[config.mk]
export PLATFORM = sky130hd
export DESIGN_NAME = fir_output_conditioner
export DESIGN_NICKNAME = d
export VERILOG_FILES = /design/src/rtl/fir_out_pkg.sv /design/src/rtl/fir_out_fifo.sv /design/src/rtl/fir_output_conditioner.sv
export SDC_FILE = /design/constraint.sdc
export NUM_CORES = 1
export LEC_CHECK = 0
export CAP_MARGIN = 20
export CORE_UTILIZATION = 59
export CTS_BUF_LIST = sky130_fd_sc_hd__clkbuf_8 sky130_fd_sc_hd__clkbuf_16
export DETAILED_ROUTE_END_ITERATION = 10
export GPL_ROUTABILITY_DRIVEN = 0
export PLACE_DENSITY = 0.83
export SYNTH_ARGS = -nofsm -noshare
export SYNTH_HDL_FRONTEND = slang
export SYNTH_SLANG_ARGS = --single-unit
export TNS_END_PERCENT = 10
[constraint.sdc]
create_clock -name clock -period 4 [get_ports clock]
set_input_delay 0.4 -clock clock [delete_from_list [all_inputs] [get_ports clock]]
set_output_delay 0.4 -clock clock [all_outputs]
set_load 0.05 [all_outputs]
[src/rtl/fir_out_pkg.sv]
// Shared types, default constants and the rounding helper for the FIR output conditioner.
package fir_out_pkg;

   typedef enum logic {
      WARMUP = 1'b0,
      RUN    = 1'b1
   } state_t;

   localparam int FIR_OUT_IN_W     = 20;
   localparam int FIR_OUT_FILL_LAT = 17;

   // Round-half-up right shift carried at 33 bits so the rounding carry is never lost.
   function automatic logic [32:0] round_shift(input logic [31:0] value, input int unsigned shift);
      logic [32:0] sum;
      sum = {1'b0, value} + (33'd1 << (shift - 1));
      return sum >> shift;
   endfunction

endpackage

[src/rtl/fir_out_fifo.sv]
// First-word-fall-through FIFO; head entry is presented straight from the storage registers.
module fir_out_fifo
   import fir_out_pkg::*;
#(
   parameter int W     = 12,
   parameter int DEPTH = 4
) (
   input  logic                     clock,
   input  logic                     reset,
   input  logic                     wr_en,
   input  logic [W-1:0]             wr_data,
   input  logic                     rd_en,
   output logic [W-1:0]             rd_data,
   output logic [$clog2(DEPTH):0]   count,
   output logic                     full,
   output logic                     empty
);

   localparam int AW = $clog2(DEPTH);
   localparam int CW = AW + 1;

   logic [W-1:0]  mem_q [DEPTH];
   logic [W-1:0]  mem_d [DEPTH];
   logic [AW-1:0] wr_ptr_q, wr_ptr_d;
   logic [AW-1:0] rd_ptr_q, rd_ptr_d;
   logic [CW-1:0] count_q, count_d;
   logic          do_wr, do_rd;

   always_comb begin
      mem_d    = mem_q;
      wr_ptr_d = wr_ptr_q;
      rd_ptr_d = rd_ptr_q;
      count_d  = count_q;
      do_rd    = rd_en && (count_q != '0);
      // A full FIFO still accepts a write when the head leaves in the same cycle.
      do_wr    = wr_en && ((count_q != CW'(DEPTH)) || do_rd);
      if (do_wr) begin
         mem_d[wr_ptr_q] = wr_data;
         wr_ptr_d        = wr_ptr_q + AW'(1);
      end
      if (do_rd) begin
         rd_ptr_d = rd_ptr_q + AW'(1);
      end
      case ({do_wr, do_rd})
         2'b10:   count_d = count_q + CW'(1);
         2'b01:   count_d = count_q - CW'(1);
         default: count_d = count_q;
      endcase
   end

   always_ff @(posedge clock or negedge reset) begin
      if (!reset) begin
         for (int i = 0; i < DEPTH; i++) begin
            mem_q[i] <= '0;
         end
         wr_ptr_q <= '0;
         rd_ptr_q <= '0;
         count_q  <= '0;
      end else begin
         mem_q    <= mem_d;
         wr_ptr_q <= wr_ptr_d;
         rd_ptr_q <= rd_ptr_d;
         count_q  <= count_d;
      end
   end

   assign rd_data = mem_q[rd_ptr_q];
   assign count   = count_q;
   assign full    = (count_q == CW'(DEPTH));
   assign empty   = (count_q == '0);

endmodule

[src/rtl/fir_output_conditioner.sv]
// Drops FIR warm-up samples, decimates, rounds/fits to OUT_W and queues results on a valid/ready stream.
// Build option: define FIR_OUT_SATURATE_EN to clamp oversized results instead of wrapping.
module fir_output_conditioner
   import fir_out_pkg::*;
#(
   parameter int IN_W     = FIR_OUT_IN_W,
   parameter int OUT_W    = 12,
   parameter int SHIFT    = 8,
   parameter int DECIM    = 1,
   parameter int FILL_LAT = FIR_OUT_FILL_LAT,
   parameter int DEPTH    = 4
) (
   input  logic                     clock,
   input  logic                     reset,
   input  logic [IN_W-1:0]          in_data,
   input  logic                     in_en,
   output logic [OUT_W-1:0]         out_data,
   output logic                     out_valid,
   input  logic                     out_ready,
   output logic [$clog2(DEPTH):0]   fifo_count,
   output logic                     overflow
);

   localparam int WC_W = $clog2(FILL_LAT + 1);
   localparam int DC_W = (DECIM > 1) ? $clog2(DECIM) : 1;

   state_t           state_q, state_d;
   logic [WC_W-1:0]  warm_cnt_q, warm_cnt_d;
   logic [DC_W-1:0]  decim_cnt_q, decim_cnt_d;
   logic             keep;
   logic [32:0]      r_full;
   logic [OUT_W-1:0] fit;
   logic             stg_vld_p1_q, stg_vld_p1_d;
   logic [OUT_W-1:0] stg_data_p1_q, stg_data_p1_d;
   logic             overflow_q, overflow_d;
   logic             fifo_full, fifo_empty, pop;

   always_comb begin
      state_d     = state_q;
      warm_cnt_d  = warm_cnt_q;
      decim_cnt_d = decim_cnt_q;
      keep        = 1'b0;
      case (state_q)
         WARMUP: begin
            if (in_en) begin
               if (warm_cnt_q == WC_W'(FILL_LAT - 1)) begin
                  state_d    = RUN;
                  warm_cnt_d = '0;
               end else begin
                  warm_cnt_d = warm_cnt_q + WC_W'(1);
               end
            end
         end
         RUN: begin
            if (in_en) begin
               keep        = (decim_cnt_q == '0);
               decim_cnt_d = (decim_cnt_q == DC_W'(DECIM - 1)) ? '0 : decim_cnt_q + DC_W'(1);
            end
         end
         default: state_d = WARMUP;
      endcase
   end

   always_comb begin
      r_full = round_shift(32'(in_data), SHIFT);
`ifdef FIR_OUT_SATURATE_EN
      fit = (r_full > 33'((64'd1 << OUT_W) - 64'd1)) ? '1 : r_full[OUT_W-1:0];
`else
      fit = r_full[OUT_W-1:0];
`endif
   end

`ifndef FIR_OUT_SATURATE_EN
   logic unused_r_hi;
   assign unused_r_hi = ^r_full[32:OUT_W];
`endif

   always_comb begin
      stg_vld_p1_d  = keep;
      stg_data_p1_d = keep ? fit : stg_data_p1_q;
      pop           = out_valid & out_ready;
      overflow_d    = overflow_q | (stg_vld_p1_q & fifo_full & ~pop);
   end

   // Stage p1: rounded sample waits one clock before entering the FIFO.
   always_ff @(posedge clock or negedge reset) begin
      if (!reset) begin
         state_q       <= WARMUP;
         warm_cnt_q    <= '0;
         decim_cnt_q   <= '0;
         stg_vld_p1_q  <= 1'b0;
         stg_data_p1_q <= '0;
         overflow_q    <= 1'b0;
      end else begin
         state_q       <= state_d;
         warm_cnt_q    <= warm_cnt_d;
         decim_cnt_q   <= decim_cnt_d;
         stg_vld_p1_q  <= stg_vld_p1_d;
         stg_data_p1_q <= stg_data_p1_d;
         overflow_q    <= overflow_d;
      end
   end

   fir_out_fifo #(
      .W     (OUT_W),
      .DEPTH (DEPTH)
   ) u_fifo (
      .clock   (clock),
      .reset   (reset),
      .wr_en   (stg_vld_p1_q),
      .wr_data (stg_data_p1_q),
      .rd_en   (out_ready),
      .rd_data (out_data),
      .count   (fifo_count),
      .full    (fifo_full),
      .empty   (fifo_empty)
   );

   assign out_valid = ~fifo_empty;
   assign overflow  = overflow_q;

endmodule

==> flow_summary.rst, run 1 <==
.. list-table::
   :header-rows: 1

   * - Metric
     - Value
   * - Status
     - finished, final reports clean
   * - Number of enable-type register cells in the synthesized netlist
     - 0
   * - Startpoint of the most critical register-to-register path
     - u_fifo.count[0]$_DFFE_PN0P_
   * - Total nets after synthesis
     - slightly below 300
   * - H-tree lvl count
     - 3
   * - Clk sinks
     - 75
   * - Startpoint kind of the worst setup timing path
     - flop
   * - Maximum count of clock buffers along a single path
     - 2
   * - Synth Cell Area
     - 0.00374 mm2
   * - First-pass GRT wire length
     - roughly 11000 um
   * - Worst-Skew Late Latency
     - around 0.34 ns
   * - Standby leakage power
     - roughly 2.1 nW
   * - Endpoint required time on the critical path
     - between 3 and 4 ns
   * - GR Util All Layers
     - about 23%
   * - Area growth syn-to-layout
     - 14.3%
   * - Fraction of the yosys area taken by sequential cells
     - 50.1%
   * - Max cap viols
     - 0
   * - Series of cell instances along the critical path
     - mux4_2, clkdlybuf4s50_1
   * - Slew at the pin closest to its max-slew limit
     - roughly 0.87 ns
   * - DRC Markers
     - 0
   * - Synth top area share
     - 50.1%
   * - Pwr/cell area
     - 589 mW/mm2
   * - Worst Skew
     - around 0.0091 ns
   * - Port buffer count
     - 33
   * - Post-CTS setup buffer count
     - 0
   * - Fraction of registers with async set/reset
     - 100%
   * - Global route overflow
     - 0
   * - #FFs+latches synth
     - 75
   * - Clock tree from TritonCTS
     - built
   * - Die span in y
     - roughly 80 um
   * - Number of nets in the layout
     - roughly 330
   * - Largest net degree at the start of global routing
     - 46
   * - Number of filler instances in the final layout
     - around 430
   * - Antenna-violating nets left
     - 0
   * - Worst stage delay on the critical path
     - roughly 0.92 ns
   * - Post-route setup TNS
     - 0 ns
   * - Most common cell after layout, fill and taps aside
     - sky130_fd_sc_hd__dfrtp_1
   * - Shortest clock period the worst path allows after layout
     - roughly 3 ns
   * - Maximum VDD drop
     - around 0.32 mV
   * - Mean instance size in the synthesized netlist
     - about 14 um2
   * - Width of the die
     - 81.7 um
   * - Number of buffers created by CTS
     - 9
   * - Final setup fails
     - 0
   * - Hold Path Class
     - in2async
   * - Number of distinct library cell variants in the gate-level netlist after synthesis
     - 39
   * - Synthesized instance count
     - between 200 and 300
   * - Portion of the clock cycle consumed by the worst path in the final layout
     - 74.8%
   * - WL final
     - 6660 um
   * - Number of vias after detailed routing
     - roughly 2.2k
   * - Upper clock frequency limit
     - between 300 and 400 MHz
   * - Clock-pin slew on the worst setup and hold paths
     - roughly 0.07 ns
   * - Class of the most critical setup path
     - reg2out
   * - Most frequent cells in the layout
     - 75 x sky130_fd_sc_hd__dfrtp_1, 40 x sky130_fd_sc_hd__mux2_4, 32 x sky130_fd_sc_hd__clkdlybuf4s50_1
   * - Antenna violations before repair
     - 0
   * - Fin util
     - 71.1%
   * - Bufs and invs on worst path
     - 1
   * - Resized Gates After CTS
     - 0
   * - Warnings, synthesis
     - 0
   * - CP endpoint kind
     - output pin
   * - Crit path max fanout
     - 14
   * - Top_reg_cell synth
     - sky130_fd_sc_hd__dfrtp_1
   * - Slowest cell on the critical path
     - sky130_fd_sc_hd__dfrtp_1
   * - Area enclosed by the die boundary
     - 0.00667 mm2
   * - Kind of cell adding the most delay to the critical path
     - flip-flops
   * - Number of placement rows
     - 28
   * - Buffer cell driving the clock tree root
     - sky130_fd_sc_hd__clkbuf_8
   * - Arr. time, crit path
     - 2.59 ns
   * - Effective utilization at floorplan
     - 62.1%
   * - Post-DR vias/cell
     - just under 6
   * - Setup repair after global routing missed its margin
     - no
   * - Ant diodes
     - 0
   * - Count of pins on the block boundary
     - between 40 and 50
   * - Cell taking the most area after synthesis
     - sky130_fd_sc_hd__dfrtp_1
   * - Max transition margin
     - 42.1%
   * - Top post-synthesis cells by area
     - sky130_fd_sc_hd__dfrtp_1 50%, sky130_fd_sc_hd__mux2_4 16%, sky130_fd_sc_hd__mux4_2 7.2%, sky130_fd_sc_hd__mux2_2 2.7%, sky130_fd_sc_hd__ha_1 2.7%
   * - DR WL/cell
     - approximately 18 um
   * - Share of layout cells above drive strength 1
     - between 20% and 30%
   * - Number of global-route vias before repair
     - around 2.2k
   * - DR pass1 iterations
     - 4
   * - Startpoint of the worst setup timing path
     - u_fifo.rd_ptr_q[0]$_DFFE_PN0P_
   * - Final Max Tran Viols
     - 0
   * - Starting DRC count in detailed routing
     - approximately 140
   * - Post-detailed-placement half-perimeter wirelength
     - about 4500 um
   * - Total count of hold-check failures in the final report
     - 0
   * - Area of the core
     - about 0.006 mm2
[report_power, final]
part           leakage [nW]  internal [mW]  switching [mW]
registers              1.01          0.935           0.258
clock network         0.111          0.296           0.262
logic                 0.941          0.392           0.378
total                  2.06           1.62           0.898
[worst paths after layout]
path                                                      to  slack (ns)  cells after the start
min in group clock                        overflow$_DFF_PN0_        0.48                      1
worst min register to register            overflow$_DFF_PN0_        0.48                      1
worst max register to register   u_fifo.count[2]$_DFFE_PN0P_        1.58                      8
max in group asynchronous        u_fifo.mem_q[1]$_DFFE_PN0P_        2.90                      3
worst max-delay path                             out_data[0]        1.01                      2
worst min-delay path            u_fifo.mem_q[14]$_DFFE_PN0P_        0.44                      2
[cells by family after synthesis]
family                   count (synthesis)  share of synthesized area, %
multiplexers                            62                          26.2
buffers and inverters                   19                          3.88
AO/OA/AOI/OAI                           27                          4.41
flip-flops                              75                          50.1
XOR/XNOR                                10                          2.34
adder cells (fa/ha/maj)                  9                          3.21
AND/OR/NAND/NOR                         59                          9.82
[flip-flops by register name (all words and copies together) (netlist names)]
name and count:
overflow 1, stg_data_p1_q 12, warm_cnt_q 5, u_fifo.mem_q 48
u_fifo.rd_ptr_q 2, u_fifo.wr_ptr_q 2, state_q 1, stg_vld_p1_q 1
u_fifo.count 3
[cells in the mapped netlist (all sizes together) (2+ instances only)]
cell    number
a31oi        8
buf          7
clkbuf       2
dfrtp       75
ha           8
inv         10
mux2        49
mux4        12
nand2       15
nand3       11
nand3b       2
nand4        4
nor2        10
o21ai       11
o31ai        3
or3          5
or4          4
xnor2        5
xor2         5
[stage by stage]
step	hold WS, ns	power, mW	setup slack [ns]	instances	cell area (um2)
6_report	0.439	2.52	1.01	379	4280
5_1_grt	0.456	2.66	0.840	379	4280
4_1_cts	0.251	2.54	0.948	377	4250
3_5_place_dp	0.467	1.98	1.23	361	4060
3_3_place_gp	0.468	1.93	1.30	361	4060
2_1_floorplan	0.104	1.73	1.49	261	3740
[area by class of cell]
cell class / instances / area, um2 / share of cell area [%]
Sequential cell: 75 / 1880 / 43.8
Multi-Input combinational cell: 167 / 1720 / 40.2
Timing Repair Buffer: 36 / 363 / 8.47
Clock buffer: 10 / 138 / 3.21
Tap cell: 75 / 93.8 / 2.19
Clock inverter: 6 / 50.0 / 1.17
Inverter: 10 / 37.5 / 0.877
[timing repair]
item / CTS / global route
hold buffers: 0 / 1
endpoints found under the setup margin: 0 / 0
hold endpoints to repair: 0 / 6
[layer usage]
layer / global-route usage [%] / up-vias / wire, um
li1: - / 1033 / -
met5: 0 / - / 0
met2: 36.3 / 50 / 3050
met1: 32.4 / 1098 / 3270
met3: 6.00 / 9 / 248
met4: 5.96 / 0 / 83
(Power assumes the default switching activity.)
==> run 2: changes to the inputs <==
- CORE_UTILIZATION: 59 -> 51
- PLACE_DENSITY: 0.83 -> 0.76
- clock period: 4 -> 2.5 ns (I/O delays scaled with it)
==> run 2 against run 1 <==
Net effect: routed wire length decreased by 0.80%; die area increased by 15%; final area increased by 0.79%; sequential power increased by 57%; cell count increased by 6.1%; non-clock buffer count increased by 2; total power increased by 61%; critical path depth increased by 6; first-iteration DRC count decreased by 28%; worst setup slack got worse by 0.67 ns; via count decreased by 0.27%; critical path type is now reg2reg; largest cell class unchanged.
==> flow_summary.rst, run 2 (synthesis gave the netlist of run 1 again) <==
.. list-table::
   :header-rows: 1

   * - Metric
     - Value
   * - Status
     - finished, final reports clean
   * - Arr. time, crit path
     - between 2 and 2.5 ns
   * - Buffer cell driving the clock tree root
     - sky130_fd_sc_hd__clkbuf_8
   * - Total count of hold-check failures in the final report
     - 0
   * - Portion of the clock cycle consumed by the worst path in the final layout
     - between 80% and 90%
   * - Most common cell after layout, fill and taps aside
     - sky130_fd_sc_hd__dfrtp_1
   * - Number of global-route vias before repair
     - roughly 2.3k
   * - Fin util
     - ~62%
   * - Width of the die
     - between 80 and 90 um
   * - DR pass1 iterations
     - 4
   * - Comb pwr share
     - a little under a third
   * - Proportion of total power due to net switching
     - a little over a third
   * - WL final
     - 6600 um
   * - Post-DR vias/cell
     - around 5.4
   * - Final Max Tran Viols
     - 0
   * - Global route overflow
     - 0
   * - Area enclosed by the die boundary
     - around 0.0077 mm2
   * - Register-to-register setup slack
     - 0.33 ns
   * - Crit path max fanout
     - 5
   * - Effective utilization at floorplan
     - 53.9%
   * - Share of layout cells above drive strength 1
     - about a third
   * - Number of nets in the layout
     - between 300 and 400
   * - Max cap viols
     - 0
   * - Area of the core
     - 0.00694 mm2
   * - Max transition margin
     - a little under three fifths
   * - Cell area after placement
     - between 0.004 and 0.005 mm2
   * - Kind of cell adding the most delay to the critical path
     - simple AND/OR/NAND/NOR gates
   * - Register area
     - 0.00188 mm2
   * - Flip-flop count of the largest register, all copies and words added
     - between 40 and 50
   * - Post-detailed-placement half-perimeter wirelength
     - 4610 um
   * - Clk sinks
     - 75
   * - Final setup fails
     - 0
   * - Endpoint required time on the critical path
     - roughly 2.8 ns
   * - Multi-input gate area in the final layout
     - ~0.0017 mm2
   * - CP endpoint kind
     - flop
   * - Hold_ws
     - about 0.41 ns
   * - Worst stage delay on the critical path
     - approximately 0.55 ns
   * - Upper clock frequency limit
     - ~460 MHz
   * - Worst Skew
     - between 0.004 and 0.005 ns
   * - Worst-Skew Late Latency
     - around 0.34 ns
   * - GR Util All Layers
     - around 20%
   * - Die span in y
     - ~90 um
   * - Setup repair after global routing missed its margin
     - no
   * - Top register by number of flip-flops
     - u_fifo.mem_q
   * - Startpoint kind of the worst setup timing path
     - flop
   * - Maximum count of clock buffers along a single path
     - 2
   * - Most frequent cells in the layout
     - 72 x sky130_fd_sc_hd__dfrtp_1, 40 x sky130_fd_sc_hd__mux2_4, 20 x sky130_fd_sc_hd__clkdlybuf4s50_1
   * - Seq pwr share
     - a little under half
   * - Slowest cell on the critical path
     - sky130_fd_sc_hd__or4b_4
   * - Maximum VDD drop
     - just under 0.4 mV
   * - Antenna-violating nets left
     - 0
   * - Post-route setup TNS
     - 0 ns
   * - Cell seen most often among critical-path stages
     - sky130_fd_sc_hd__xor2_1
   * - Series of cell instances along the critical path
     - or4b_4, nand2_1, ha_1, inv_1, fa_1, xor2_1, nor2_1, xor2_1
   * - Area growth syn-to-layout
     - 15.2%
   * - Largest regs
     - u_fifo.mem_q x48, stg_data_p1_q x12, warm_cnt_q x5
   * - Antenna violations before repair
     - 0
   * - Largest net degree at the start of global routing
     - 56
   * - Clock-pin slew on the worst setup and hold paths
     - 0.08 ns
   * - First-pass GRT wire length
     - around 12000 um
   * - DR WL/cell
     - approximately 16 um
   * - Starting DRC count in detailed routing
     - 99
   * - Number of filler instances in the final layout
     - roughly 530
   * - Port buffer count
     - 33
   * - DRC Markers
     - 0
   * - Standby leakage power
     - roughly 2.1 nW
   * - Clock tree from TritonCTS
     - built
   * - Resized Gates After CTS
     - 0
   * - Slew at the pin closest to its max-slew limit
     - about 0.67 ns
   * - Pwr/cell area
     - 941 mW/mm2
   * - Bufs and invs on worst path
     - 1
   * - Number of vias after detailed routing
     - roughly 2.2k
   * - Clock power frac
     - between 20% and 30%
   * - Pint
     - 2.63 mW
   * - Shortest clock period the worst path allows after layout
     - approximately 2.2 ns
   * - Hold Path Class
     - in2async
   * - Count of pins on the block boundary
     - slightly above 40
   * - Class of the most critical setup path
     - reg2reg
   * - Ant diodes
     - 0
   * - Number of placement rows
     - 30
   * - Total non-filler cell area in the finished layout
     - about 0.0043 mm2
   * - H-tree lvl count
     - 3
   * - Psw
     - about 1.4 mW
   * - Number of buffers created by CTS
     - 9
==> run 2: changes by cell type in the layout (fill, tap and decap cells not counted) <==
| cell | before | now |
|---|---|---|
| sky130_fd_sc_hd__buf_12 | 1 | 2 |
| sky130_fd_sc_hd__buf_4 | 1 | 14 |
| sky130_fd_sc_hd__clkdlybuf4s50_1 | 32 | 20 |
| sky130_fd_sc_hd__clkinv_2 | 1 | 3 |
| sky130_fd_sc_hd__clkinvlp_4 | 0 | 1 |
| sky130_fd_sc_hd__dfrtp_1 | 75 | 72 |
| sky130_fd_sc_hd__dfrtp_2 | 0 | 3 |
| sky130_fd_sc_hd__inv_1 | 14 | 11 |
==> run 2: what timing repair did <==
item,in CTS,in global routing
buffers inserted,0,0
hold buffers,1,0
endpoints found under the setup margin,0,0
endpoints found under the hold margin,20,0
==> run 2: worst paths after layout <==
path	from	endpoint	depth (start not counted)
setup reg to reg	u_fifo.count[1]$_DFFE_PN0P_	u_fifo.count[2]$_DFFE_PN0P_	8
hold reg to reg	u_fifo.mem_q[23]$_DFFE_PN0P_	u_fifo.mem_q[23]$_DFFE_PN0P_	1
max in group asynchronous	reset	u_fifo.mem_q[30]$_DFFE_PN0P_	3
setup / recovery	u_fifo.count[1]$_DFFE_PN0P_	u_fifo.count[2]$_DFFE_PN0P_	8
min in group clock	u_fifo.mem_q[23]$_DFFE_PN0P_	u_fifo.mem_q[23]$_DFFE_PN0P_	1
hold / removal	reset	u_fifo.mem_q[13]$_DFFE_PN0P_	2
==> run 2: final cells by class <==
type / count / area share [%]
clock buffers: 10 / 3.19
multi-input cells: 167 / 39.9
flip-flops and latches: 75 / 43.6
clock inverters: 6 / 1.30
repair buffers: 38 / 8.35
well taps: 96 / 2.78
inverters: 10 / 0.870
==> run 2: power groups by stage <==
stage          combinational, mW  sequential, mW  clock, mW
2_1_floorplan              0.940            1.83          0
3_3_place_gp                1.26            1.87          0
3_5_place_dp                1.30            1.89          0
4_1_cts                     1.30            1.87      0.942
5_1_grt                     1.40            1.93      0.994
6_report                    1.28            1.87      0.908
==> run 2: metal layers <==
metal | track usage, % | share of wire, %
met4 | 8.94 | 2.0
met5 | 0 | 0
met2 | 31.6 | 47
met1 | 28.0 | 48
met3 | 4.71 | 3.1
==> run 2: stage by stage <==
step	cells	total power [mW]	worst slack, ns
3_3_place_gp	385	3.14	0.160
2_1_floorplan	261	2.77	0.0925
3_5_place_dp	385	3.19	0.102
5_1_grt	402	4.33	0.157
6_report	402	4.06	0.332
4_1_cts	402	4.11	0.326
